### config.mk
export PLATFORM = sky130hd
export DESIGN_NAME = sdram_arbiter_flat
export DESIGN_NICKNAME = d
export VERILOG_FILES = /design/src/rtl/sdram_arb_pkg.sv /design/src/rtl/sdram_arbiter_if.sv /design/src/rtl/arb_req_buf.sv /design/src/rtl/sdram_arbiter.sv /design/src/flat_wrapper.sv
export SDC_FILE = /design/constraint.sdc
export NUM_CORES = 1
export LEC_CHECK = 0
export ABC_AREA = 1
export BUFFER_PORTS_ARGS = -buffer_cell sky130_fd_sc_hd__buf_2
export CORE_MARGIN = 2
export CORE_UTILIZATION = 53
export DETAILED_ROUTE_END_ITERATION = 10
export PLACE_DENSITY = 0.8
export SETUP_SLACK_MARGIN = 0.15
export SLEW_MARGIN = 20
export SYNTH_ARGS = -nofsm -noshare
export SYNTH_HDL_FRONTEND = slang
export SYNTH_SLANG_ARGS = --single-unit
### constraint.sdc
create_clock -name clk -period 1.65 [get_ports clk]
set_input_delay 0.165 -clock clk [delete_from_list [all_inputs] [get_ports clk]]
set_output_delay 0.165 -clock clk [all_outputs]
set_load 0.01 [all_outputs]
### src/rtl/sdram_arb_pkg.sv
`default_nettype none
// ----------------------------------------------------------------------------
// sdram_arb_pkg : shared types and port indices for the SDRAM arbiter (Rev 1.0)
// ----------------------------------------------------------------------------
package sdram_arb_pkg;

  localparam int NUM_PORTS     = 3;
  localparam int PORT_CHR      = 0;
  localparam int PORT_PRG      = 1;
  localparam int PORT_MCU      = 2;
  localparam int ARB_ADDR_BITS = 22;

  typedef enum logic [0:0] {
    IDLE = 1'b0,
    WAIT = 1'b1
  } arb_state_t;

  typedef struct packed {
    logic                     we;
    logic [ARB_ADDR_BITS-1:0] addr;
    logic [15:0]              wdata;
    logic [1:0]               wm;
  } arb_cmd_t;

endpackage
`default_nettype wire

### src/rtl/sdram_arbiter_if.sv
`default_nettype none
// ----------------------------------------------------------------------------
// sdram_arbiter_if : requester-side and controller-side bus of the arbiter (Rev 1.0)
// ----------------------------------------------------------------------------
interface sdram_arbiter_if
  import sdram_arb_pkg::*;
#(
  parameter int ADDR_BITS = 22
) ();

  logic [NUM_PORTS-1:0]                p_req;
  logic [NUM_PORTS-1:0]                p_we;
  logic [NUM_PORTS-1:0][ADDR_BITS-1:0] p_addr;
  logic [NUM_PORTS-1:0][15:0]          p_wdata;
  logic [NUM_PORTS-1:0][1:0]           p_wm;
  logic [NUM_PORTS-1:0]                p_ack;
  logic [NUM_PORTS-1:0][15:0]          p_rdata;

  logic                 ctrl_req;
  logic                 ctrl_we;
  logic [ADDR_BITS-1:0] ctrl_addr;
  logic [15:0]          ctrl_wdata;
  logic [1:0]           ctrl_wm;
  logic [15:0]          ctrl_rdata;
  logic                 ctrl_ack;
  logic                 timeout_err;

  modport slave (
    input  p_req, p_we, p_addr, p_wdata, p_wm, ctrl_rdata, ctrl_ack,
    output p_ack, p_rdata, ctrl_req, ctrl_we, ctrl_addr, ctrl_wdata, ctrl_wm, timeout_err
  );

  modport master (
    output p_req, p_we, p_addr, p_wdata, p_wm, ctrl_rdata, ctrl_ack,
    input  p_ack, p_rdata, ctrl_req, ctrl_we, ctrl_addr, ctrl_wdata, ctrl_wm, timeout_err
  );

endinterface
`default_nettype wire

### src/rtl/arb_req_buf.sv
`default_nettype none
// ----------------------------------------------------------------------------
// arb_req_buf : one-deep pending request buffer, newest request wins (Rev 1.0)
// ----------------------------------------------------------------------------
module arb_req_buf
  import sdram_arb_pkg::*;
(
  input  logic     clk,
  input  logic     rst,
  input  logic     i_req,
  input  arb_cmd_t i_cmd,
  input  logic     i_grant,
  output logic     o_pending,
  output arb_cmd_t o_cmd
);

  logic     r_pending;
  arb_cmd_t r_cmd;

  // A request in the grant cycle refills the buffer behind the granted entry.
  always_ff @(posedge clk) begin
    if (rst) begin
      r_pending <= 1'b0;
      r_cmd     <= '0;
    end else if (i_req) begin
      r_pending <= 1'b1;
      r_cmd     <= i_cmd;
    end else if (i_grant) begin
      r_pending <= 1'b0;
    end
  end

  assign o_pending = r_pending;
  assign o_cmd     = r_cmd;

endmodule
`default_nettype wire

### src/rtl/sdram_arbiter.sv
`default_nettype none
// ----------------------------------------------------------------------------
// sdram_arbiter : 3-port priority arbiter with MCU starvation guard in front of
//                 a single SDRAM controller port (Rev 1.0)
// ----------------------------------------------------------------------------
module sdram_arbiter
  import sdram_arb_pkg::*;
#(
  parameter int ADDR_BITS    = 22,
  parameter int STARVE_LIMIT = 4,
  parameter int TIMEOUT      = 63
) (
  input  logic           clk,
  input  logic           rst,
  sdram_arbiter_if.slave bus
);

  localparam int SW = $clog2(STARVE_LIMIT + 1);
  localparam int TW = $clog2(TIMEOUT + 1);

  arb_state_t                     r_state;
  arb_state_t                     w_state_nxt;
  logic [NUM_PORTS-1:0]           w_pending;
  logic [NUM_PORTS-1:0]           w_grant;
  arb_cmd_t [NUM_PORTS-1:0]       w_buf_cmd;
  logic [1:0]                     w_winner;
  logic                           w_issue;
  logic                           w_done;
  logic                           w_abort;
  logic                           w_force_mcu;

  logic [1:0]                     r_owner;
  logic [SW-1:0]                  r_starve;
  logic [TW-1:0]                  r_timer;
  logic                           r_ctrl_req;
  arb_cmd_t                       r_ctrl_cmd;
  logic [NUM_PORTS-1:0]           r_p_ack;
  logic [NUM_PORTS-1:0][15:0]     r_p_rdata;
  logic                           r_timeout_err;

  for (genvar gi = 0; gi < NUM_PORTS; gi++) begin : g_buf
    arb_cmd_t w_in;
    assign w_in.we    = bus.p_we[gi];
    assign w_in.addr  = ARB_ADDR_BITS'(bus.p_addr[gi]);
    assign w_in.wdata = bus.p_wdata[gi];
    assign w_in.wm    = bus.p_wm[gi];

    arb_req_buf u_buf (
      .clk       (clk),
      .rst       (rst),
      .i_req     (bus.p_req[gi]),
      .i_cmd     (w_in),
      .i_grant   (w_grant[gi]),
      .o_pending (w_pending[gi]),
      .o_cmd     (w_buf_cmd[gi])
    );
  end

  always_ff @(posedge clk) begin
    if (rst) begin
      r_state <= IDLE;
    end else begin
      r_state <= w_state_nxt;
    end
  end

  always_comb begin
    w_state_nxt = r_state;
    w_winner    = 2'(PORT_CHR);
    w_grant     = '0;
    w_issue     = 1'b0;
    w_done      = 1'b0;
    w_abort     = 1'b0;
    w_force_mcu = w_pending[PORT_MCU] && (r_starve == SW'(STARVE_LIMIT));
    case (r_state)
      IDLE: begin
        if (|w_pending) begin
          w_issue     = 1'b1;
          w_state_nxt = WAIT;
          if (w_force_mcu) begin
            w_winner = 2'(PORT_MCU);
          end else if (w_pending[PORT_CHR]) begin
            w_winner = 2'(PORT_CHR);
          end else if (w_pending[PORT_PRG]) begin
            w_winner = 2'(PORT_PRG);
          end else begin
            w_winner = 2'(PORT_MCU);
          end
          w_grant[w_winner] = 1'b1;
        end
      end
      WAIT: begin
        // An ack landing on the last permitted cycle still completes normally.
        if (bus.ctrl_ack) begin
          w_done      = 1'b1;
          w_state_nxt = IDLE;
        end else if (r_timer == TW'(TIMEOUT - 1)) begin
          w_abort     = 1'b1;
          w_state_nxt = IDLE;
        end
      end
      default: w_state_nxt = IDLE;
    endcase
  end

  always_ff @(posedge clk) begin
    if (rst) begin
      r_owner       <= '0;
      r_starve      <= '0;
      r_timer       <= '0;
      r_ctrl_req    <= 1'b0;
      r_ctrl_cmd    <= '0;
      r_p_ack       <= '0;
      r_p_rdata     <= '0;
      r_timeout_err <= 1'b0;
    end else begin
      r_ctrl_req <= w_issue;
      r_p_ack    <= '0;

      if (w_issue) begin
        r_owner    <= w_winner;
        r_ctrl_cmd <= w_buf_cmd[w_winner];
        r_timer    <= '0;
      end else if (r_state == WAIT) begin
        r_timer <= r_timer + 1'b1;
      end

      if (w_done) begin
        r_p_ack[r_owner] <= 1'b1;
        if (!r_ctrl_cmd.we) begin
          r_p_rdata[r_owner] <= bus.ctrl_rdata;
        end
      end

      if (w_abort) begin
        r_timeout_err <= 1'b1;
      end

      // Only grants lost while MCU is actually waiting count toward the guard.
      if (!w_pending[PORT_MCU]) begin
        r_starve <= '0;
      end else if (w_issue) begin
        if (w_winner == 2'(PORT_MCU)) begin
          r_starve <= '0;
        end else if (r_starve != SW'(STARVE_LIMIT)) begin
          r_starve <= r_starve + 1'b1;
        end
      end
    end
  end

  assign bus.ctrl_req    = r_ctrl_req;
  assign bus.ctrl_we     = r_ctrl_cmd.we;
  assign bus.ctrl_addr   = ADDR_BITS'(r_ctrl_cmd.addr);
  assign bus.ctrl_wdata  = r_ctrl_cmd.wdata;
  assign bus.ctrl_wm     = r_ctrl_cmd.wm;
  assign bus.p_ack       = r_p_ack;
  assign bus.p_rdata     = r_p_rdata;
  assign bus.timeout_err = r_timeout_err;

endmodule
`default_nettype wire

### src/flat_wrapper.sv
// flat-port wrapper written by rule: the top's interface ports become plain ports
module sdram_arbiter_flat import sdram_arb_pkg::*;
#(
  parameter int ADDR_BITS    = 22,
  parameter int STARVE_LIMIT = 4,
  parameter int TIMEOUT      = 63
)
  (clk, rst, bus_p_req, bus_p_we, bus_p_addr, bus_p_wdata, bus_p_wm, bus_ctrl_rdata, bus_ctrl_ack, bus_p_ack, bus_p_rdata, bus_ctrl_req, bus_ctrl_we, bus_ctrl_addr, bus_ctrl_wdata, bus_ctrl_wm, bus_timeout_err);
  sdram_arbiter_if #(.ADDR_BITS(ADDR_BITS)) bus_i ();
  input  logic clk;
  input  logic rst;
  input wire logic [$bits(bus_i.p_req)-1:0] bus_p_req;
  input wire logic [$bits(bus_i.p_we)-1:0] bus_p_we;
  input wire logic [$bits(bus_i.p_addr)-1:0] bus_p_addr;
  input wire logic [$bits(bus_i.p_wdata)-1:0] bus_p_wdata;
  input wire logic [$bits(bus_i.p_wm)-1:0] bus_p_wm;
  input wire logic [$bits(bus_i.ctrl_rdata)-1:0] bus_ctrl_rdata;
  input wire logic [$bits(bus_i.ctrl_ack)-1:0] bus_ctrl_ack;
  output wire logic [$bits(bus_i.p_ack)-1:0] bus_p_ack;
  output wire logic [$bits(bus_i.p_rdata)-1:0] bus_p_rdata;
  output wire logic [$bits(bus_i.ctrl_req)-1:0] bus_ctrl_req;
  output wire logic [$bits(bus_i.ctrl_we)-1:0] bus_ctrl_we;
  output wire logic [$bits(bus_i.ctrl_addr)-1:0] bus_ctrl_addr;
  output wire logic [$bits(bus_i.ctrl_wdata)-1:0] bus_ctrl_wdata;
  output wire logic [$bits(bus_i.ctrl_wm)-1:0] bus_ctrl_wm;
  output wire logic [$bits(bus_i.timeout_err)-1:0] bus_timeout_err;
  assign bus_i.p_req = bus_p_req;
  assign bus_i.p_we = bus_p_we;
  assign bus_i.p_addr = bus_p_addr;
  assign bus_i.p_wdata = bus_p_wdata;
  assign bus_i.p_wm = bus_p_wm;
  assign bus_i.ctrl_rdata = bus_ctrl_rdata;
  assign bus_i.ctrl_ack = bus_ctrl_ack;
  assign bus_p_ack = bus_i.p_ack;
  assign bus_p_rdata = bus_i.p_rdata;
  assign bus_ctrl_req = bus_i.ctrl_req;
  assign bus_ctrl_we = bus_i.ctrl_we;
  assign bus_ctrl_addr = bus_i.ctrl_addr;
  assign bus_ctrl_wdata = bus_i.ctrl_wdata;
  assign bus_ctrl_wm = bus_i.ctrl_wm;
  assign bus_timeout_err = bus_i.timeout_err;
  sdram_arbiter #(.ADDR_BITS(ADDR_BITS), .STARVE_LIMIT(STARVE_LIMIT), .TIMEOUT(TIMEOUT)) u_core (.clk(clk), .rst(rst), .bus(bus_i));
endmodule
=== Word level (Yosys, flattened, before mapping) ===
Cells that the tools add are included.

* Add/sub/neg operators: 2
* Order comparisons: 5
* Equality and inequality tests: 4
* Multiplexer cells: 36
* Bitwise gates (word level): 4
* Reduce and logical (&&, ||, !) cells: 13

{| class="wikitable"
|+ Operator list
! operator !! count
|-
| $bmux W41 S2 || 1
|-
| $bwmux W48 || 1
|-
| $mux W41 || 1
|-
| $demux W16 S2 || 1
|-
| $mux W1 || 17
|-
| $mux W16 || 1
|-
| $mux W2 || 7
|-
| $mux W3 || 4
|-
| $lt A2 B3 Y1 const B || 3
|-
| $reduce_bool A2 Y1 || 4
|-
| $add A6 B1 Y6 const B || 1
|-
| $eq A6 B6 Y1 const B || 1
|-
| $reduce_or A2 Y1 || 3
|-
| $demux W1 S2 || 2
|-
| $ge A2 B1 Y1 const B || 2
|-
| $not A1 Y1 || 4
|-
| $reduce_and A2 Y1 || 2
|-
| $add A3 B1 Y3 const B || 1
|-
| $eq A3 B3 Y1 const B || 1
|-
| $logic_and A1 B1 Y1 || 3
|-
| $ne A3 B3 Y1 const B || 1
|-
| $reduce_or A3 Y1 || 1
|-
| $eq A2 B2 Y1 const B || 1
|-
| $pmux W1 S2 || 1
|}

* Bits in registers: 232
* Input port bits: 145
* Output and inout bits: 94
* Word-level logic and storage cells: 93

=== Logic depth before layout (Yosys ltp) ===
Gate-level depths: netlist (run 1).

* Depth in word-level cells: 13
* Mapped depth: 11
* Gate-level depth less buffers: 10

=== Modules after synthesis ===
Synthesis (run 1) repeated with hierarchy kept, for this count alone.

* Cells, all modules: 1341
* Area, all modules: 9589.2 µm²

{| class="wikitable"
|+ By module, submodules not included
! module !! instances !! cells each !! area an instance (µm²) !! sequential area each (µm²)
|-
| sdram_arbiter || 1 || 795 || 5193.7 || 2122.0
|-
| arb_req_buf || 3 || 182 || 1465.2 || 840.8
|}

=== Worst setup path after synthesis (run 1) ===
No wires, ideal clock.

* Path kind: reg-to-reg
* Start point: register u_core.r_starve[0]
* End point: register u_core.r_ctrl_cmd, in the netlist u_core.bus.ctrl_addr[10]
* Setup time: 113 ps
* Data arrival time: 1331 ps
* Data required time: 1537 ps
* Slack: 206 ps
* Stages on the path, launching flop included: 11
* Buffers on the path: 1
* Clock period less this slack: 1444 ps
* Path through: dfxtp_1 inv_1 ha_1 nand3_2 nand2_1 nand3_2 buf_2 nand3_1 nand2_1 nand2_1 nand2_1

* Word-level cells in the longest chain between the ends: 9

{| class="wikitable"
|+ Ends and longest elaborated chain
! item !! line !! source
|-
| start: declaration || sdram_arbiter.sv:33 || <nowiki>logic [SW-1:0] r_starve;</nowiki>
|-
| start signal: assignment || sdram_arbiter.sv:146 || <nowiki>r_starve <= r_starve + 1'b1;</nowiki>
|-
| $eq A3 B3 Y1 || sdram_arbiter.sv:74 || <nowiki>w_force_mcu = w_pending[PORT_MCU] && (r_starve == SW'(STARVE_LIMIT));</nowiki>
|-
| $logic_and A1 B1 Y1 || sdram_arbiter.sv:74 ||
|-
| $mux W2 || sdram_arbiter.sv:80 || <nowiki>if (w_force_mcu) begin</nowiki>
|-
| $mux W2 || sdram_arbiter.sv:77 || <nowiki>if (|w_pending) begin</nowiki>
|-
| $mux W2 || sdram_arbiter.sv:75 || <nowiki>case (r_state)</nowiki>
|-
| $mux W2 || sdram_arbiter.sv:77 ||
|-
| $mux W2 || sdram_arbiter.sv:75 ||
|-
| $bmux W41 S2 || sdram_arbiter.sv:122 || <nowiki>r_ctrl_cmd <= w_buf_cmd[w_winner];</nowiki>
|-
| $mux W41 (implied by the code) || sdram_arbiter.sv:122 ||
|-
| end signal: assignment || sdram_arbiter.sv:122 ||
|-
| end: declaration || sdram_arbiter.sv:36 || <nowiki>arb_cmd_t r_ctrl_cmd;</nowiki>
|}

No other way between the ends. The select of a mux whose other input is x is not followed.
A chain may end at the register's enable or synchronous reset.

=== Worst setup path after layout (run 1) ===
* Start point: register u_core.r_starve[0]
* End point: register u_core.r_ctrl_cmd, in the netlist u_core.bus.ctrl_addr[14]

The elaborated chain is that of the path after synthesis.

==> impl_metrics.json, run 1 <==
{
  "status": "complete, no violations",
  "vdd_drop_max_uv": 690,
  "crit_fanout": 14,
  "grt_use_total": 0.305,
  "fp-row-count": 48,
  "portBuffers": 238,
  "clockRootBuffer": "clkbuf_16",
  "dieWidth_um": 135,
  "syn_area_per_cell_um2": 7.32,
  "avgViaCountPerCell": 5.40,
  "crit_path_end_kind": "flop",
  "die_h_um": 135,
  "drive_above_1_share": 0.229,
  "die_area_um2": 18300,
  "slew_headroom": 0.675,
  "drv_cap": 0,
  "cts.path.max_buffers": 3,
  "synth_common_cells": "nand2_1, dfxtp_1, nor2_1",
  "p_leak_nw": 6.23,
  "cts_tree": "built",
  "hold_path.class": "in -> reg",
  "tightest_slew_ns": 0.487,
  "synth_edf_count": 0,
  "cts_sinks": 232,
  "initial_core_util": 0.536,
  "final_cells": 1839,
  "finalCriticalPeriod_ns": 1.64,
  "nets": 1748,
  "grt_pass1_wl_um": 45200,
  "dp_cells": 1661,
  "routedWlPerCell_um": 16.7,
  "worstSetupStartpointType": "flop",
  "cts_max_level": 1,
  "synth_top_cell_by_area": "dfxtp_1",
  "finClkSkew_ns": 0.0122,
  "synth_cells": 1249,
  "post-route-util": 0.768,
  "antenna_cells": 0,
  "dr.pass1.iters": 8,
  "busiest_layer": "met2",
  "yosysUniqueCellTypes": 25,
  "setup_tns_ns": 0,
  "cts_buffers": 23,
  "yosysMostFrequentCell": "nand2_1",
  "rsz0062_at_grt": "yes",
  "ys_ff_latch": 232,
  "power_density_nw_per_um2": 1070,
  "setup_viol": 0,
  "dp_hpwl_um": 17700,
  "path_clk_slew_ns": 0.06,
  "grt_max_degree": 100,
  "fmax_mhz": 610,
  "grt_util_met3": 0.0464,
  "area_delta_synth_final_pct": 43.2,
  "clock_latency_ns": 0.51,
  "wl_um": 30700,
  "antenna_found_initial": 0,
  "yosysWarnings": 0,
  "synth-async-reset-ratio": 0,
  "syn-num-nets": 1398,
  "slew_violations": 0,
  "finalCritPeriodShare": 0.994,
  "hold_viol": 0,
  "grtUsageMet2": 0.508,
  "syn-cell-area_um2": 9150,
  "core-area_um2": 17100,
  "first_global_vias": 8876,
  "drc": 0,
  "synth_top_area_share": 0.508,
  "arrival_ns": 2.05,
  "synth_flop_cell": "dfxtp_1",
  "detail-route-antenna-nets": 0,
  "ys_seq_area_frac": 0.508,
  "crit_required_ns": 2.06,
  "synth.area.top_cells": "dfxtp_1, nand2_1, o21ai_0",
  "drt_iter0_markers": 989,
  "critical_path_class": "reg -> reg",
  "ios": 239,
  "grtUsageMet1": 0.404,
  "gr-total-overflow": 0,
  "num_vias": 9926,
  "globalplace.congestion": 0.903
}
==> layout by cell type, fill, tap and decap left out, types with 18 or more instances in the layout <==
| cell type | n |
|---|---|
| clkbuf_16 | 28 |
| dlygate4sd3_1 | 131 |
| buf_4 | 18 |
| inv_1 | 94 |
| nand2_1 | 242 |
| nand4_1 | 42 |
| dfxtp_1 | 229 |
| nor2_1 | 187 |
| o21ai_0 | 174 |
| buf_2 | 238 |
| a21oi_1 | 90 |
| nand3_1 | 32 |
==> repair_timing <==
| item | 4_1_cts | 5_1_grt |
|---|---|---|
| hold buffers | 130 | 1 |
| endpoints found under the setup margin | 54 | 79 |
| buffers inserted | 0 | 2 |
| resized for setup | 8 | 59 |
| hold endpoints to repair | 161 | 1 |
| cloned | 0 | 5 |
| pin swaps | 0 | 12 |
==> registers in the layout (all words and copies together) (netlist names) <==
register,cells
u_core.g_buf.u_buf.o_pending,3
u_core.bus.ctrl_req,1
u_core.r_state,1
u_core.bus.ctrl_wm,2
u_core.r_timer,6
u_core.r_owner,2
u_core.g_buf.u_buf.o_cmd,123
u_core.bus.p_ack,3
u_core.bus.ctrl_we,1
u_core.bus.ctrl_addr,22
u_core.bus.p_rdata,48
u_core.bus.timeout_err,1
u_core.r_starve,3
u_core.bus.ctrl_wdata,16
==> final cells by class <==
cell class,instances,area [µm²]
well taps,225,282
inverters,107,418
repair buffers,409,3070
fillers,1157,3960
multi-input cells,826,3920
clock buffers,33,653
flip-flops and latches,232,4650
clock inverters,7,110
==> logic make-up after synthesis <==
logic type               after synthesis  share of synthesized area
buffers and inverters                191                     0.0852
AO/OA/AOI/OAI                        269                      0.148
adder cells (fa/ha/maj)                4                    0.00547
AND/OR/NAND/NOR                      548                      0.249
XOR/XNOR                               5                    0.00479
flip-flops                           232                      0.508
==> routing by layer <==
layer / vias to the layer above / wire length (µm)
li1: 4723 / -
met1: 4499 / 12400
met2: 589 / 14200
met3: 115 / 2730
met4: 0 / 1270
met5: - / 0
==> per-stage QoR <==
stage / total power [mW] / worst slack (ns) / instance area, µm² / hold slack (ns)
finish: 14.1 / 0.0105 / 13100 / 0.00622
detailed placement: 8.26 / 0.0207 / 10600 / 0.392
global placement: 8.22 / 0.0521 / 10600 / 0.388
global route: 14.6 / -0.0189 / 13100 / 0.0217
floorplan: 7.43 / 0.206 / 9150 / 0.234
CTS: 13.8 / 0.0667 / 12700 / 0.00108
==> path summary, 6_finish.rpt <==
path                                                 from                               to  slack (ns)  cells after the start
worst max-delay path                   u_core.r_starve[0]         u_core.bus.ctrl_addr[14]        0.01                     11
worst min register to register  u_core.bus.ctrl_wdata[15]        u_core.bus.ctrl_wdata[15]        0.45                      2
worst min-delay path                       bus_p_addr[35]  u_core.g_buf[1].u_buf.o_cmd[31]       0.006                      3
worst max register to register         u_core.r_starve[0]         u_core.bus.ctrl_addr[14]        0.01                     11
==> power breakdown <==
part	switching [mW]	internal (mW)
sequential	0.199	6.00
clock	2.14	3.21
combinational	1.45	1.05
==> critical path: stages (launching register included) <==
cell and delay, ns:
dfxtp_2 0.33, inv_2 0.07, ha_4 0.14, nand3_4 0.10, buf_6 0.15, nand3_4 0.15, clkbuf_16 0.21, nand2_1 0.07
nand3_1 0.11, nand2_1 0.08, nand2_1 0.06, nand2_1 0.05
Power figures use the tool's default switching activity.
==> run 2, diff against run 1 <==
--- a/config.mk
+++ b/config.mk
@@ -7,10 +7,12 @@
 export LEC_CHECK = 0
 export ABC_AREA = 1
 export BUFFER_PORTS_ARGS = -buffer_cell sky130_fd_sc_hd__buf_2
+export CELL_PAD_IN_SITES_DETAIL_PLACEMENT = 2
+export CELL_PAD_IN_SITES_GLOBAL_PLACEMENT = 2
 export CORE_MARGIN = 2
-export CORE_UTILIZATION = 53
+export CORE_UTILIZATION = 29
 export DETAILED_ROUTE_END_ITERATION = 10
-export PLACE_DENSITY = 0.8
+export PLACE_DENSITY_LB_ADDON = 0.1
 export SETUP_SLACK_MARGIN = 0.15
 export SLEW_MARGIN = 20
 export SYNTH_ARGS = -nofsm -noshare
==> run 2 against run 1 <==
Effect of this change: the run now ends with setup timing left; count of clock-buffer cells in the layout up 7; sequential cell count unchanged; sequential share of layout area decreased by 4.2 points; via count increased by 4.6%; critical endpoint is now u_core.bus.ctrl_addr[8]; setup slack got worse by 0.097 ns; total power grew 14%; final area is 14% higher; final cell count up 13%; register-to-register slack worse by 0.097 ns; first-iteration DRC count down 48%.
==> impl_metrics.json, run 2 (synthesized netlist as in run 1, its figures left out) <==
{
  "path_clk_slew_ns": 0.06,
  "regArea_um2": 4650,
  "critPathBufInv": 5,
  "crit_fanout": 6,
  "failed_checks": "setup timing",
  "startpoint": "u_core.r_starve[0]",
  "avgViaCountPerCell": 5.00,
  "clockRootBuffer": "clkbuf_16",
  "vdd_drop_max_uv": 879,
  "cts_tree": "built",
  "r2r_end": "u_core.bus.ctrl_addr[8]",
  "layout_commonest_cell": "buf_2",
  "globalplace.congestion": 0.817,
  "routedWlPerCell_um": 22.4,
  "finClkSkew_ns": 0.0137,
  "r2r_cells": 13,
  "power.share.clock": 0.404,
  "worstSetupStartpointType": "flop",
  "die_h_um": 182,
  "cts_buffers": 28,
  "setup_viol": 26,
  "critPathTopFamily": "buffers and inverters",
  "cts_sinks": 232,
  "pwr-share-comb": 0.206,
  "slew_violations": 0,
  "fp-row-count": 65,
  "clock_latency_ns": 0.55,
  "fmax_mhz": 576,
  "drive_above_1_share": 0.320,
  "gr-total-overflow": 0,
  "crit_path_end_kind": "flop",
  "min_path_cells": 4,
  "num_vias": 10400,
  "cp_num_cells": 13,
  "status": "finished, violations left",
  "multi_input_area_um2": 4430,
  "hold_viol": 0,
  "setup_tns_ns": -0.759,
  "setup_ws_ns": -0.0865,
  "wl_um": 46600,
  "power_frac_seq": 0.390,
  "dp_hpwl_um": 24300,
  "r2r-start": "u_core.r_starve[0]",
  "p_sw_frac": 0.296,
  "core-area_um2": 31300,
  "rsz0062_at_grt": "yes",
  "cts_max_level": 1,
  "fillerInstances": 3411,
  "p_int_mw": 11.2,
  "finalCriticalPeriod_ns": 1.74,
  "grt_use_total": 0.254,
  "antenna_found_initial": 0,
  "portBuffers": 238,
  "cts.path.max_buffers": 3,
  "drv_cap": 0,
  "largest_reg_flops": 123,
  "final_cell_mix": "buf_2, dfxtp_1, nand2_1, nor2_1, o21ai_0",
  "nets": 1804,
  "rrSetupSlack_ns": -0.09,
  "dr.pass1.iters": 5,
  "finalCritPeriodShare": 1.05,
  "grt_max_degree": 81,
  "drt_iter0_markers": 514,
  "first_global_vias": 11100,
  "detail-route-antenna-nets": 0,
  "slew_headroom": 0.624,
  "die_area_um2": 33000,
  "grt_pass1_wl_um": 65300,
  "critical_path_class": "reg -> reg",
  "fin_hold_ws_ns": 0.0194,
  "dieWidth_um": 182,
  "area_delta_synth_final_pct": 62.7,
  "antenna_cells": 0,
  "arrival_ns": 2.17,
  "drc": 0,
  "cp-endpoint": "u_core.bus.ctrl_addr[8]",
  "hold_path.class": "in -> reg",
  "power_density_nw_per_um2": 1070,
  "initial_core_util": 0.292,
  "tightest_slew_ns": 0.558,
  "crit_chain": "inv_2 -> ha_4 -> nand3_4 -> nand2_4 -> nand3_4 -> buf_6 -> clkinv_8 -> buf_4 -> buf_8 -> nand2_1 -> nand2_1 -> nand2_1 -> nand2_1",
  "ios": 239,
  "p_sw_mw": 4.73,
  "crit_required_ns": 2.09,
  "crit_slowest_cell": "dfxtp_2",
  "crit_path_max_incr_delay_ns": 0.35,
  "cpMostUsedCell": "nand2_1",
  "p_leak_nw": 6.99
}
==> run 2: cell count changes in the layout (fill, tap and decap cells not counted), sizes merged <==
cell / before / now
inv: 105 / 103
clkinvlp: 0 / 1
clkinv: 6 / 11
clkbuf: 38 / 46
dlygate4sd3: 131 / 138
bufinv: 3 / 2
buf: 273 / 315
==> run 2: metal layers <==
metal  wire length, µm  vias to the layer above  GRT usage
li1                  -                     4839          -
met1             19900                     5181      0.328
met2             23400                      286      0.445
met3              1990                       73     0.0355
met4              1240                        0     0.0621
met5                 0                        -          0
==> run 2: worst min path at each step <==
stage / start / end / slack (ns)
final: bus_p_req[2] / u_core.g_buf[2].u_buf.o_cmd[19] / 0.02
after floorplan: rst / u_core.g_buf[0].u_buf.o_pending / 0.23
after CTS: bus_p_req[2] / u_core.g_buf[2].u_buf.o_cmd[19] / 0.01
after detailed placement: bus_p_addr[45] / u_core.g_buf[2].u_buf.o_cmd[19] / 0.40
after global placement: bus_p_wdata[42] / u_core.g_buf[2].u_buf.o_cmd[12] / 0.39
after global routing: bus_p_req[2] / u_core.g_buf[2].u_buf.o_cmd[1] / 0.05
==> run 2: area by class of cell <==
cell class              count  share of cell area
repair inverters            1             0.00109
clock buffers              40              0.0569
well taps                 402              0.0338
multi-input cells         826               0.298
flip-flops and latches    232               0.313
clock inverters             9             0.00698
repair buffers            459               0.260
inverters                 107              0.0309
==> run 2: repair_timing <==
item                                    4_1_cts  5_1_grt
hold endpoints to repair                    174        0
hold buffers                                138        0
pin swaps                                    13       60
resized for setup                            74      206
buffers inserted                             13        9
endpoints found under the setup margin       47       85
cloned                                       10        8
==> run 2: through the flow <==
step	instance area, µm²	cells	total power, mW	setup WS, ns	utilization
floorplan	9150	1249	7.43	0.206	-
global placement	11000	1849	8.44	0.0105	0.350
detailed placement	11000	1849	8.51	-0.102	0.350
CTS	14000	2059	15.5	0.0499	0.447
global route	14900	2076	16.6	-0.152	0.475
finish	14900	2076	16.0	-0.0865	0.475
==> run 2: worst reg2reg max path, delay by kind of cell, from the launching register on <==
kind	cells	cell delay, ns
AND/OR/NAND/NOR	7	0.55
flip-flops	1	0.35
adder cells (fa/ha/maj)	1	0.17
buffers and inverters	5	0.54
==> run 2: power by group through the flow <==
stage	registers (mW)	logic (mW)	clock network [mW]
final	6.23	3.29	6.45
after global routing	6.27	3.53	6.76
after CTS	6.20	2.81	6.51
after detailed placement	6.31	2.19	0
after global placement	6.30	2.14	0
after floorplan	6.35	1.09	0
